`src/rtl/clockworks_pkg.sv`:
```
// Shared defaults and helpers for the clockworks clock/reset front-end.
package clockworks_pkg;

  localparam int CLOCKWORKS_SLOW_DEFAULT = 24;
  localparam int RST_SYNC_STAGES_DEFAULT = 2;
  localparam int RST_HOLD_DEFAULT        = 4;

  // Hold counter must be able to represent RST_HOLD itself.
  function automatic int hold_width(input int rst_hold);
    return (rst_hold < 1) ? 1 : $clog2(rst_hold + 1);
  endfunction

endpackage

```
`src/rtl/clockworks_reset_sync.sv`:
```
// Async-assert / sync-release reset synchronizer with parameterized depth (STAGES >= 2).
module clockworks_reset_sync #(
  parameter int STAGES = 2
) (
  input  logic clk,
  input  logic rst,
  output logic rel
);

  logic [STAGES-1:0] sync;

  always_ff @(posedge clk or posedge rst) begin
    if (rst) sync <= '0;
    else     sync <= {sync[STAGES-2:0], 1'b1};
  end

  assign rel = sync[STAGES-1];

endmodule

```
`src/rtl/clockworks.sv`:
```
// Board clock divider and system reset generator; resetn only releases on a clk falling edge.
// Optional clk_en output (pulse before each clk rise) is built when CLOCKWORKS_CLKEN_EN is defined.
module clockworks
  import clockworks_pkg::*;
#(
  parameter int SLOW            = CLOCKWORKS_SLOW_DEFAULT,
  parameter int RST_SYNC_STAGES = RST_SYNC_STAGES_DEFAULT,
  parameter int RST_HOLD        = RST_HOLD_DEFAULT
) (
  input  logic CLK,
  input  logic RESET,
  output logic clk,
  output logic resetn
`ifdef CLOCKWORKS_CLKEN_EN
  ,
  output logic clk_en
`endif
);

  localparam int HW = hold_width(RST_HOLD);
  localparam logic [HW-1:0] HOLD_MAX  = HW'(RST_HOLD);
  localparam logic [HW-1:0] HOLD_LAST = HW'(RST_HOLD - 1);

  logic          rel;
  logic [HW-1:0] hold;

  clockworks_reset_sync #(
    .STAGES(RST_SYNC_STAGES)
  ) u_reset_sync (
    .clk(CLK),
    .rst(RESET),
    .rel(rel)
  );

  generate
    if (SLOW == 0) begin : g_bypass
      assign clk = CLK;

      // clk is CLK here, so its falling edge is the CLK falling edge.
      always_ff @(negedge CLK or posedge RESET) begin
        if (RESET) begin
          hold   <= '0;
          resetn <= 1'b0;
        end else if (rel && (hold < HOLD_MAX)) begin
          hold <= hold + 1'b1;
          if (hold == HOLD_LAST) resetn <= 1'b1;
        end
      end

`ifdef CLOCKWORKS_CLKEN_EN
      assign clk_en = resetn;
`endif
    end else begin : g_div
      logic [SLOW:0] div;
      logic          fall;

      always_ff @(posedge CLK or posedge RESET) begin
        if (RESET) div <= '0;
        else       div <= div + 1'b1;
      end

      assign clk  = div[SLOW];
      // All-ones means this CLK edge wraps div, taking div[SLOW] from 1 to 0.
      assign fall = &div;

      always_ff @(posedge CLK or posedge RESET) begin
        if (RESET) begin
          hold   <= '0;
          resetn <= 1'b0;
        end else if (fall && rel && (hold < HOLD_MAX)) begin
          hold <= hold + 1'b1;
          if (hold == HOLD_LAST) resetn <= 1'b1;
        end
      end

`ifdef CLOCKWORKS_CLKEN_EN
      localparam logic [SLOW:0] EN_POINT = {1'b0, {SLOW{1'b1}}};
      assign clk_en = resetn && (div == EN_POINT);
`endif
    end
  endgenerate

endmodule

```
`config.mk`:
```
export PLATFORM = sky130hd
export DESIGN_NAME = clockworks
export DESIGN_NICKNAME = d
export VERILOG_FILES = /design/src/rtl/clockworks_pkg.sv /design/src/rtl/clockworks_reset_sync.sv /design/src/rtl/clockworks.sv
export SDC_FILE = /design/constraint.sdc
export NUM_CORES = 1
export LEC_CHECK = 0
export BUFFER_PORTS_ARGS = -buffer_cell sky130_fd_sc_hd__buf_2
export CAP_MARGIN = 20
export CORE_ASPECT_RATIO = 1.2
export CORE_MARGIN = 1
export CORE_UTILIZATION = 35
export CTS_CLUSTER_SIZE = 28
export DETAILED_ROUTE_END_ITERATION = 7
export PLACE_DENSITY = 0.55
export SYNTH_ARGS = -nofsm -noshare
export SYNTH_HDL_FRONTEND = slang
export SYNTH_SLANG_ARGS = --single-unit
```
`constraint.sdc`:
```
create_clock -name CLK -period 1.6 [get_ports CLK]
set_input_delay 0.32 -clock CLK [delete_from_list [all_inputs] [get_ports CLK]]
set_output_delay 0.32 -clock CLK [all_outputs]
set_load 0.01 [all_outputs]
```
# Word-level counts from Yosys, hierarchy flattened
# Cells that the tools add are included.
word_totals:
  register_bits: 31
  latchBits: 0
  mem_bits_rw: 0
  rom_bits: 0
  input_bits: 2
  output_inout_bits: 2
  mem_count: 0
op_classes:
  n_addsub: 2
  multipliers: 0
  n_div: 0
  magnitude_cmp: 1
  n_eq_ne: 1
  n_shift: 0
  mux: 0
  n_bitwise: 0
  n_reduce_logical: 4
ops:
  columns: ["op", "count"]
  rows:
  - ["$add A25 B1 Y25 const B", 1]
  - ["$reduce_and A25 Y1", 1]
  - ["$add A3 B1 Y3 const B", 1]
  - ["$eq A3 B2 Y1 const B", 1]
  - ["$lt A3 B3 Y1 const B", 1]
  - ["$logic_and A1 B1 Y1", 2]
  - ["$reduce_and A2 Y1", 1]

# Longest topological paths before layout
# Gate-level depths: netlist (run 1).
depth:
  word_depth: 4
  depth_mapped: 5

# Hierarchy
# Synthesis (run 1) repeated with hierarchy kept, for this count alone.
unflattened:
  cells_unflattened: 109
  area_unflattened_um2: 1341.3
by_module_without_submodules:
  columns: ["mod", "n_inst", "cells_per_inst", "area_each_um2", "seq_area_each_um2"]
  rows:
  - ["clockworks", 1, 105, 1283.7, 725.7]
  - ["clockworks_reset_sync", 1, 4, 57.6, 50.0]

# Least setup slack after synthesis (run 1)
# No wires, ideal clock.
synth_timing:
  path_kind: "reg-to-reg"
  start: "register g_div.div[0]"
  end: "register hold[1]"
  setup_time_ns: 0.125
  arrival_ns: 1.429
  t_required_ns: 1.475
  setup_slack_ns: 0.045
  stages_incl_launch_ff: 6
  path_buffers: 0
  path_cell_list: "dfrtp_1 ha_1 nand4_1 nor4_4 and3_4 mux2_4"
synth_between:
  elab_chain_cells: 3
synth_lines:
  columns: ["element", "line", "rtl"]
  rows:
  - ["from (decl)", "clockworks.sv:54", "logic [SLOW:0] div;"]
  - ["from (signal assigned)", "clockworks.sv:59", "else div <= div + 1'b1;"]
  - ["$reduce_and A25 Y1", "clockworks.sv:64", "assign fall = &div;"]
  - ["$logic_and A1 B1 Y1 (2 in series)", "clockworks.sv:70", "end else if (fall && rel && (hold < HOLD_MAX)) begin"]
  - ["to (signal assigned)", "clockworks.sv:71", "hold <= hold + 1'b1;"]
  - ["to (decl)", "clockworks.sv:25", "logic [HW-1:0] hold;"]
# Every way passes these cells.
# A chain may end at the register's enable or synchronous reset.

# Worst setup path in the final report (run 1)
layout_timing:
  start: "register g_div.div[9]"
  end: "register hold[1]"
# Same word-level chain as after synthesis.

==> results of run 1 <==
cell type report:
type                       count  area (um^2)
clock buffer                   5         68.8
clock inverter                 3         15.0
fill                         364         2040
inverter                       4         15.0
multi-input combinational     73          583
sequential                    31          777
tap                           52         65.1
timing repair buffer          14         97.6
stage by stage:
step                utilization, %  worst slack [ns]  power [W]
floorplan                        -            0.0455   0.000813
global placement              41.6            0.0720   0.000821
detailed placement            41.6            0.0285   0.000822
CTS                           43.9            0.0212    0.00142
global route                  44.3           -0.0281    0.00145
finish                        44.3            0.0656    0.00138
sequential cells by signal, indices dropped and copies added, names as in the netlist:
register	cells
resetn	1
u_reset_sync.sync	2
hold	3
g_div.div	25
worst paths after layout:
path / to / slack [ns] / cells past startpoint
max: hold[1]$_DFFE_PP0P_ / 0.07 / 4
min: u_reset_sync.sync[0]$_DFF_PP0_ / 0.11 / 3
max reg2reg: hold[1]$_DFFE_PP0P_ / 0.07 / 4
min reg2reg: u_reset_sync.sync[1]$_DFF_PP0_ / 0.36 / 0
max in group asynchronous: g_div.div[12]$_DFF_PP0_ / 1.18 / 3
min in group CLK: u_reset_sync.sync[1]$_DFF_PP0_ / 0.36 / 0
cells by family (layout without fill, tap and decap cells):
family / count (synthesis) / count (layout)
compound gates: 2 / 2
xor+xnor: 24 / 24
fa+ha+maj: 3 / 3
buf+inv: 4 / 26
flops: 31 / 31
mux: 1 / 1
other cells: 1 / 1
simple gates: 42 / 42
power by group:
part / leakage (nW) / switching [W] / internal, W / total, W
sequential: 0.412 / 0.000000968 / 0.000786 / 0.000787
combinational: 0.369 / 0.0000155 / 0.00000266 / 0.0000182
clock: 0.0477 / 0.000278 / 0.000297 / 0.000574
total: 0.829 / 0.000294 / 0.00109 / 0.00138
placed cells by master (no fill, tap or decap):
| cell | count |
|---|---|
| buf_2 | 3 |
| nor4_4 | 1 |
| nor2_1 | 5 |
| nand4_4 | 2 |
| and3_2 | 1 |
| conb_1 | 1 |
| nand4_1 | 4 |
| ha_4 | 1 |
| inv_1 | 4 |
| dfrtp_2 | 1 |
| mux2_4 | 1 |
| buf_4 | 11 |
| a21o_1 | 1 |
| o31ai_1 | 1 |
| clkinv_2 | 3 |
| nand4_2 | 1 |
| nor2b_1 | 1 |
| and3_1 | 6 |
| ha_1 | 2 |
| and4_1 | 3 |
| dfrtp_1 | 30 |
| xnor2_1 | 17 |
| clkbuf_8 | 5 |
| nand2_1 | 8 |
| nor3_2 | 1 |
| and3_4 | 1 |
| nand3_1 | 8 |
| xor2_1 | 7 |
worst max-delay path: stages, from the launching register on:
cell and delay (ns):
dfrtp_1 0.43, nand4_4 0.14, nor4_4 0.30, and3_4 0.24, mux2_4 0.30
timing repair:
action | 4_1_cts | 5_1_grt
gates resized for setup | 0 | 3
setup buffers | 0 | 0
endpoints found under the setup margin | 0 | 2
layer usage:
metal  track usage, %  up-vias  wire (um)
li1                 -      407          -
met1             15.4      422       1020
met2             20.7       10       1110
met3             3.33        5         55
met4             8.73        0         44
met5                0        -          0
==> impl_metrics.env, run 1 <==
export IMPL_status="finished, final reports clean"
export IMPL_peakVddDrop_uv=459
export IMPL_chipHeight_um=70.3
export IMPL_critPathRequiredTime_ns=1.76
export IMPL_synth_seq_cells=31
export IMPL_yosysWarnings=0
export IMPL_cp_max_fo=4
export IMPL_cp_data_arrival_time_ns=1.69
export IMPL_firstDrtPassIters=4
export IMPL_ys_types=22
export IMPL_report_final_slew_viol_count=0
export IMPL_grt_overflow=0
export IMPL_critPathLaunchType="flip-flop"
export IMPL_drcViolationCount=0
export IMPL_power_leakage_nw=0.829
export IMPL_antenna_left=0
export IMPL_synth_area_leaders="dfrtp_1 (57%), xnor2_1 (11%), xor2_1 (4.5%)"
export IMPL_gp_congestion=0.706
export IMPL_synthSimpleGateAreaFrac_pct=21.2
export IMPL_ctsHoldBuffers=0
export IMPL_synth_compound_area_share_pct=1.10
export IMPL_cp_startpoint="g_div.div[9]$_DFF_PP0_"
export IMPL_period_share_pct=95.9
export IMPL_hpwl_mm=1.62
export IMPL_start_util_pct=37.2
export IMPL_synthAdderAreaFrac_pct=2.76
export IMPL_routed_wirelength_mm=2.23
export IMPL_synth_largest_area_cell="dfrtp_1"
export IMPL_io_buffers=3
export IMPL_finalClockSkew_ns=0.00780
export IMPL_htreeDepth=2
export IMPL_syn_nets=113
export IMPL_num_rows=24
export IMPL_synthCells=108
export IMPL_tns_ns=0
export IMPL_wire_per_inst_um=12.2
export IMPL_synth_most_common_cell="dfrtp_1"
export IMPL_synthTopCellsByCount="dfrtp_1 (31), xnor2_1 (17), nand2_1 (8), nand3_1 (8), xor2_1 (7)"
export IMPL_synth_flop_cell="dfrtp_1"
export IMPL_n_antenna_cell=0
export IMPL_cts_buffers_inserted=5
export IMPL_drt_iter0_markers=23
export IMPL_async_reset_ff_share_pct=100
export IMPL_synth_top_family_by_area="simple AND/OR/NAND/NOR gates"
export IMPL_die_w_um=58.9
export IMPL_routed_via_density=4.64
export IMPL_dieArea_um2=4140
export IMPL_num_vias=844
export IMPL_coreArea_um2=3660
export IMPL_crit_path_end_kind="flip-flop"
export IMPL_power_density_nw_per_um2=851
export IMPL_final_cell_count_no_fill=182
export IMPL_fin_hold_ws_ns=0.114
export IMPL_place_area_um2=1520
export IMPL_clockRootBuffer="clkbuf_8"
export IMPL_pin_count=4
export IMPL_syn_area_um2=1360
export IMPL_setup_violations_final=0
export IMPL_first_global_vias=893
export IMPL_drive_above_1_share_pct=24.6
export IMPL_grt_antenna_before_repair=0
export IMPL_ys_seq_area_share_pct=57.0
export IMPL_rsz0062_at_grt="yes"
export IMPL_cts_sinks=31
export IMPL_drv_cap=0
export IMPL_grt_first_pass_wirelength_mm=3.94
export IMPL_hold_class="in -> async"
export IMPL_avgSynthCellArea_um2=12.6
export IMPL_clk_pin_slew_ns=0.06
export IMPL_grt_max_degree=32
export IMPL_yosysTopAreaCellShare_pct=57.0
export IMPL_synth_xor_area_share_pct=15.4
export IMPL_synthMuxAreaShare_pct=1.10
export IMPL_cts_tree="done"
export IMPL_clk_latency_ns=0.28
export IMPL_period_needed_ns=1.53
export IMPL_synth_edf_count=0
export IMPL_nets=134
export IMPL_fin_area_um2=1620
export IMPL_timing_rr_start="g_div.div[9]$_DFF_PP0_"
export IMPL_hold_viol=0
export IMPL_place_inst=174
export IMPL_fmax_mhz=652
export IMPL_track_usage_pct=13.1
export IMPL_worstSetupPathType="reg -> reg"
export IMPL_syn_to_final_growth_pct=19.1
export IMPL_cts_buffer_depth=2
No activity file was read; power rests on OpenSTA's default activity.
==> run 2, diff against run 1 <==
--- a/config.mk
+++ b/config.mk
@@ -15,4 +15,5 @@
 export PLACE_DENSITY = 0.55
 export SYNTH_ARGS = -nofsm -noshare
 export SYNTH_HDL_FRONTEND = slang
+export SYNTH_HIERARCHICAL = 1
 export SYNTH_SLANG_ARGS = --single-unit
==> impl_metrics.env, run 2 <==
export IMPL_async_reset_ff_share_pct=100
export IMPL_die_w_um=58.5
export IMPL_drcViolationCount=0
export IMPL_cts_buffers_inserted=5
export IMPL_switching_share_pct=18.9
export IMPL_grt_first_pass_wirelength_mm=3.97
export IMPL_pin_count=4
export IMPL_yosysTopAreaCellShare_pct=57.8
export IMPL_syn_nets=114
export IMPL_dieArea_um2=4080
export IMPL_syn_area_um2=1340
export IMPL_num_rows=24
export IMPL_drt_iter0_markers=9
export IMPL_cp_max_fo=4
export IMPL_drive_above_1_share_pct=25.0
export IMPL_mostFrequentLayoutCells="dfrtp_1 (31), xnor2_1 (18), buf_4 (11)"
export IMPL_yosysWarnings=6
export IMPL_combPwrFrac_pct=1.3
export IMPL_io_buffers=3
export IMPL_htreeDepth=2
export IMPL_finalClockSkew_ns=0.00824
export IMPL_coreArea_um2=3660
export IMPL_synthCells=109
export IMPL_ys_types=21
export IMPL_firstDrtPassIters=4
export IMPL_clockRootBuffer="clkbuf_8"
export IMPL_synth_flop_cell="dfrtp_1"
export IMPL_worstSetupPathType="reg -> reg"
export IMPL_antenna_left=0
export IMPL_n_antenna_cell=0
export IMPL_critPathRequiredTime_ns=1.76
export IMPL_fmax_mhz=641
export IMPL_holdPathStages=0
export IMPL_nets=136
export IMPL_cts_sinks=31
export IMPL_grt_overflow=0
export IMPL_largest_registers="g_div.div: 25 flops, hold: 3 flops, u_reset_sync/sync: 2 flops"
export IMPL_cp_data_arrival_time_ns=1.72
export IMPL_final_util_pct=45.6
export IMPL_hold_class="reg -> reg"
export IMPL_num_vias=836
export IMPL_p_clk_share_pct=49.3
export IMPL_start_util_pct=36.6
export IMPL_total_power_w=0.00159
export IMPL_peakVddDrop_uv=592
export IMPL_grt_max_degree=30
export IMPL_synth_area_leaders="dfrtp_1 (58%), xnor2_1 (12%), xor2_1 (3.9%)"
export IMPL_pwr_share_seq_pct=49.4
export IMPL_first_global_vias=853
export IMPL_routed_wirelength_mm=2.24
export IMPL_grt_antenna_before_repair=0
export IMPL_drv_cap=0
export IMPL_synth_most_common_cell="dfrtp_1"
export IMPL_p_int_w=0.00129
export IMPL_clk_pin_slew_ns=0.07
export IMPL_regMostFlops="g_div.div"
export IMPL_report_final_slew_viol_count=0
export IMPL_syn_to_final_growth_pct=24.6
export IMPL_avgSynthCellArea_um2=12.3
export IMPL_cts_buffer_depth=2
export IMPL_wire_per_inst_um=12.2
export IMPL_hold_viol=0
export IMPL_power_leakage_nw=0.849
export IMPL_cts_tree="done"
export IMPL_ys_seq_area_share_pct=57.8
export IMPL_chipHeight_um=69.8
export IMPL_routed_via_density=4.54
export IMPL_synth_largest_area_cell="dfrtp_1"
export IMPL_power_density_nw_per_um2=954
export IMPL_p_switching_w=0.000301
export IMPL_critPathLaunchType="flip-flop"
export IMPL_crit_path_end_kind="flip-flop"
export IMPL_gp_congestion=0.731
export IMPL_largest_register_ffs=25
export IMPL_status="finished, final reports clean"
export IMPL_clk_latency_ns=0.28
export IMPL_rsz0062_at_grt="yes"
export IMPL_track_usage_pct=13.4
export IMPL_synthTopCellsByCount="dfrtp_1 (31), xnor2_1 (18), nand2_1 (8), nand3_1 (7)"
export IMPL_layout_commonest_cell="dfrtp_1"
export IMPL_setup_violations_final=0
export IMPL_hpwl_mm=1.63
export IMPL_reg2regPathDepth=5
export IMPL_period_share_pct=97.5
export IMPL_synth_edf_count=0
export IMPL_period_needed_ns=1.56
export IMPL_synth_seq_cells=31
[run 2: changes by cell type after synthesis, sizes merged]
cell / delta
a21o: -1
a31o: +1
and3: -2
and4b: +1
inv: +1
nand2: +1
nand3: -1
nand4: +1
xnor2: +1
xor2: -1
[run 2: layout make-up]
class                   count  area, um^2
inverters                   5        18.8
clock buffers               6        82.6
fillers                   365        1990
flip-flops and latches     31         776
clock inverters             2        35.0
well taps                  52        65.1
repair buffers             15         108
multi-input cells          73         587
[run 2: per-layer routing]
metal	up-vias	wire length (um)	GRT usage, %
met5	-	0	0
met1	414	1050	16.7
met2	9	1110	19.9
li1	411	-	-
met3	2	66	6.16
met4	0	13	5.56
[run 2: power by group through the flow]
stage | clock network, W | registers, W | logic, W
2_1_floorplan | 0 | 0.000801 | 0.0000120
3_3_place_gp | 0 | 0.000802 | 0.0000192
3_5_place_dp | 0 | 0.000802 | 0.0000199
4_1_cts | 0.000809 | 0.000788 | 0.0000217
5_1_grt | 0.000848 | 0.000787 | 0.0000247
6_report | 0.000787 | 0.000788 | 0.0000202
[run 2: worst paths after layout]
kind	slack [ns]	to	start
setup / recovery	0.04	hold[1]$_DFFE_PP0P_	g_div.div[1]$_DFF_PP0_
hold / removal	0.38	u_reset_sync/sync[1]$_DFF_PP0_	u_reset_sync/sync[0]$_DFF_PP0_
setup reg to reg	0.04	hold[1]$_DFFE_PP0P_	g_div.div[1]$_DFF_PP0_
hold reg to reg	0.38	u_reset_sync/sync[1]$_DFF_PP0_	u_reset_sync/sync[0]$_DFF_PP0_
max in group asynchronous	0.67	g_div.div[7]$_DFF_PP0_	RESET
min in group asynchronous	0.44	u_reset_sync/sync[0]$_DFF_PP0_	RESET
[run 2: per-stage QoR]
stage          hold WS (ns)  instances  setup slack [ns]  setup TNS (ns)  cell area (um^2)
3_3_place_gp          0.178        173            0.0743               0              1490
4_1_cts               0.389        182            0.0276               0              1620
2_1_floorplan        0.0612        109             0.133               0              1340
5_1_grt               0.390        184           -0.0696         -0.0980              1670
6_report              0.382        184            0.0404               0              1670
3_5_place_dp          0.191        173            0.0541               0              1490
[run 2: worst max-delay path: stages (launching register included)]
cell	delay [ns]
dfrtp_1	0.40
ha_4	0.16
nand4_1	0.13
nor4_4	0.33
nand2_2	0.12
mux2_4	0.30
[run 2: cell families (layout without fill, tap and decap cells)]
logic type / after synthesis / in the layout / share of synthesized area, %
buffers and inverters: 5 / 28 / 1.40
flip-flops: 31 / 31 / 57.8
adder cells (fa/ha/maj): 3 / 3 / 2.80
other: 1 / 1 / 0.280
XOR/XNOR: 24 / 24 / 15.7
AND/OR/NAND/NOR: 42 / 42 / 19.7
multiplexers: 1 / 1 / 1.12
AO/OA/AOI/OAI: 2 / 2 / 1.21
[run 2: what timing repair did]
item / in CTS / in global routing
gates resized for setup: 0 / 7
buffers inserted: 0 / 2
hold buffers: 1 / 0
endpoints found under the hold margin: 2 / 0
setup endpoints to repair: 0 / 4
==> run 3, diff against run 2 <==
--- a/config.mk
+++ b/config.mk
@@ -12,7 +12,7 @@
 export CORE_UTILIZATION = 35
 export CTS_CLUSTER_SIZE = 28
 export DETAILED_ROUTE_END_ITERATION = 7
-export PLACE_DENSITY = 0.55
+export PLACE_DENSITY = 0.53
 export SYNTH_ARGS = -nofsm -noshare
 export SYNTH_HDL_FRONTEND = slang
 export SYNTH_HIERARCHICAL = 1
==> constraint.sdc (replaced) <==
create_clock -name CLK -period 1.7 [get_ports CLK]
set_input_delay 0.34 -clock CLK [delete_from_list [all_inputs] [get_ports CLK]]
set_output_delay 0.34 -clock CLK [all_outputs]
set_load 0.01 [all_outputs]
==> impl_metrics.env, run 3 (synthesized netlist as in run 2, its figures left out) <==
export IMPL_mostFrequentLayoutCells="dfrtp_1 (31), xnor2_1 (18), nand2_1 (8)"
export IMPL_firstDrtPassIters=2
export IMPL_crit_chain="nand4_2 -> nor4_4 -> nand2_2 -> mux2_4"
export IMPL_regArea_um2=776
export IMPL_status="finished, final reports clean"
export IMPL_io_buffers=3
export IMPL_grt_max_degree=30
export IMPL_dieArea_um2=4080
export IMPL_place_inst=169
export IMPL_start_util_pct=36.6
export IMPL_fillers=364
export IMPL_largest_registers="g_div.div: 25 flops, hold: 3 flops, u_reset_sync/sync: 2 flops"
export IMPL_critPathLaunchType="flip-flop"
export IMPL_routed_via_density=4.57
export IMPL_met1_usage_pct=14.8
export IMPL_grt_antenna_before_repair=0
export IMPL_grt_first_pass_wirelength_mm=3.66
export IMPL_power_density_nw_per_um2=948
export IMPL_cts_sinks=31
export IMPL_first_global_vias=842
export IMPL_antenna_left=0
export IMPL_fin_area_um2=1590
export IMPL_num_rows=24
export IMPL_crit_path_end_kind="flip-flop"
export IMPL_crit_family="simple AND/OR/NAND/NOR gates"
export IMPL_wire_per_inst_um=11.8
export IMPL_hold_class="reg -> reg"
export IMPL_hpwl_mm=1.50
export IMPL_final_cell_count_no_fill=178
export IMPL_power_leakage_nw=0.793
export IMPL_critPathRequiredTime_ns=1.87
export IMPL_period_needed_ns=1.56
export IMPL_chipHeight_um=69.8
export IMPL_period_share_pct=91.5
export IMPL_fin_hold_ws_ns=0.364
export IMPL_crit_buf_inv=0
export IMPL_layout_commonest_cell="dfrtp_1"
export IMPL_cp_data_arrival_time_ns=1.73
export IMPL_multi_input_area_um2=547
export IMPL_regMostFlops="g_div.div"
export IMPL_place_area_um2=1460
export IMPL_max_stage_delay_ns=0.41
export IMPL_report_final_slew_viol_count=0
export IMPL_pin_count=4
export IMPL_clk_pin_slew_ns=0.07
export IMPL_peakVddDrop_uv=533
export IMPL_cts_tree="done"
export IMPL_n_antenna_cell=0
export IMPL_cp_max_fo=4
export IMPL_grtUsageMet3_pct=6.16
export IMPL_htreeDepth=2
export IMPL_hold_viol=0
export IMPL_finalClockSkew_ns=0.00685
export IMPL_drv_cap=0
export IMPL_track_usage_pct=12.4
export IMPL_setup_violations_final=0
export IMPL_drive_above_1_share_pct=18.3
export IMPL_syn_to_final_growth_pct=18.3
export IMPL_dp_slack_ns=0.142
export IMPL_clockRootBuffer="clkbuf_8"
export IMPL_drcViolationCount=0
export IMPL_num_vias=813
export IMPL_cts_buffer_depth=2
export IMPL_fmax_mhz=643
export IMPL_rsz0062_at_grt="no"
export IMPL_coreArea_um2=3660
export IMPL_clk_latency_ns=0.28
export IMPL_worstSetupPathType="reg -> reg"
export IMPL_tns_ns=0
export IMPL_grt_overflow=0
export IMPL_cpMaxStageDelayCell="dfrtp_1"
export IMPL_drt_iter0_markers=18
export IMPL_nets=130
export IMPL_grt_met2_usage_pct=18.6
export IMPL_die_w_um=58.5
export IMPL_grt_busiest_layer="met2"
export IMPL_post_cts_resized=0
export IMPL_gp_congestion=0.728
export IMPL_routed_wirelength_mm=2.10
export IMPL_setup_slack_ns=0.144
export IMPL_cts_buffers_inserted=5
export IMPL_largest_register_ffs=25
## run 3: changes by cell type in the layout (fill, tap and decap cells not counted), sizes merged
cell	delta
buf	-6
## run 3: layout make-up
type	instances	area share, %
clock inverter	2	2.21
sequential	31	48.9
clock buffer	6	5.21
tap	52	4.10
inverter	5	1.18
multi-input combinational	73	34.5
timing repair buffer	9	3.94
## run 3: through the flow
step	power (W)	util [%]
final	0.00150	43.3
after CTS	0.00153	43.3
after global routing	0.00157	43.3
after global placement	0.000773	39.8
after floorplan	0.000766	-
after detailed placement	0.000773	39.8
## run 3: final timing paths
check,startpoint,endpoint,slack (ns),cells past startpoint
max in group asynchronous,RESET,g_div.div[1]$_DFF_PP0_,0.75,4
min in group asynchronous,RESET,u_reset_sync/sync[0]$_DFF_PP0_,0.45,3
worst max-delay path,g_div.div[12]$_DFF_PP0_,hold[1]$_DFFE_PP0P_,0.14,4
worst min register to register,u_reset_sync/sync[0]$_DFF_PP0_,u_reset_sync/sync[1]$_DFF_PP0_,0.36,0
worst max register to register,g_div.div[12]$_DFF_PP0_,hold[1]$_DFFE_PP0P_,0.14,4
worst min-delay path,u_reset_sync/sync[0]$_DFF_PP0_,u_reset_sync/sync[1]$_DFF_PP0_,0.36,0
## run 3: repair_timing
item                                   4_1_cts  5_1_grt
hold buffers                                 1        0
setup buffers                                0        0
endpoints found under the hold margin        2        0
## run 3: power by group
group | leakage (nW) | internal (W) | switching [W]
Sequential | 0.414 | 0.000740 | 0.000000949
Clock | 0.0612 | 0.000474 | 0.000271
Combinational | 0.318 | 0.00000419 | 0.0000148
## run 3: routing by layer
metal  wire length [um]  vias to the layer above
met5                  0                        -
met4                 48                        0
met3                 87                        6
met2                988                        9
met1                977                      394
li1                   -                      404
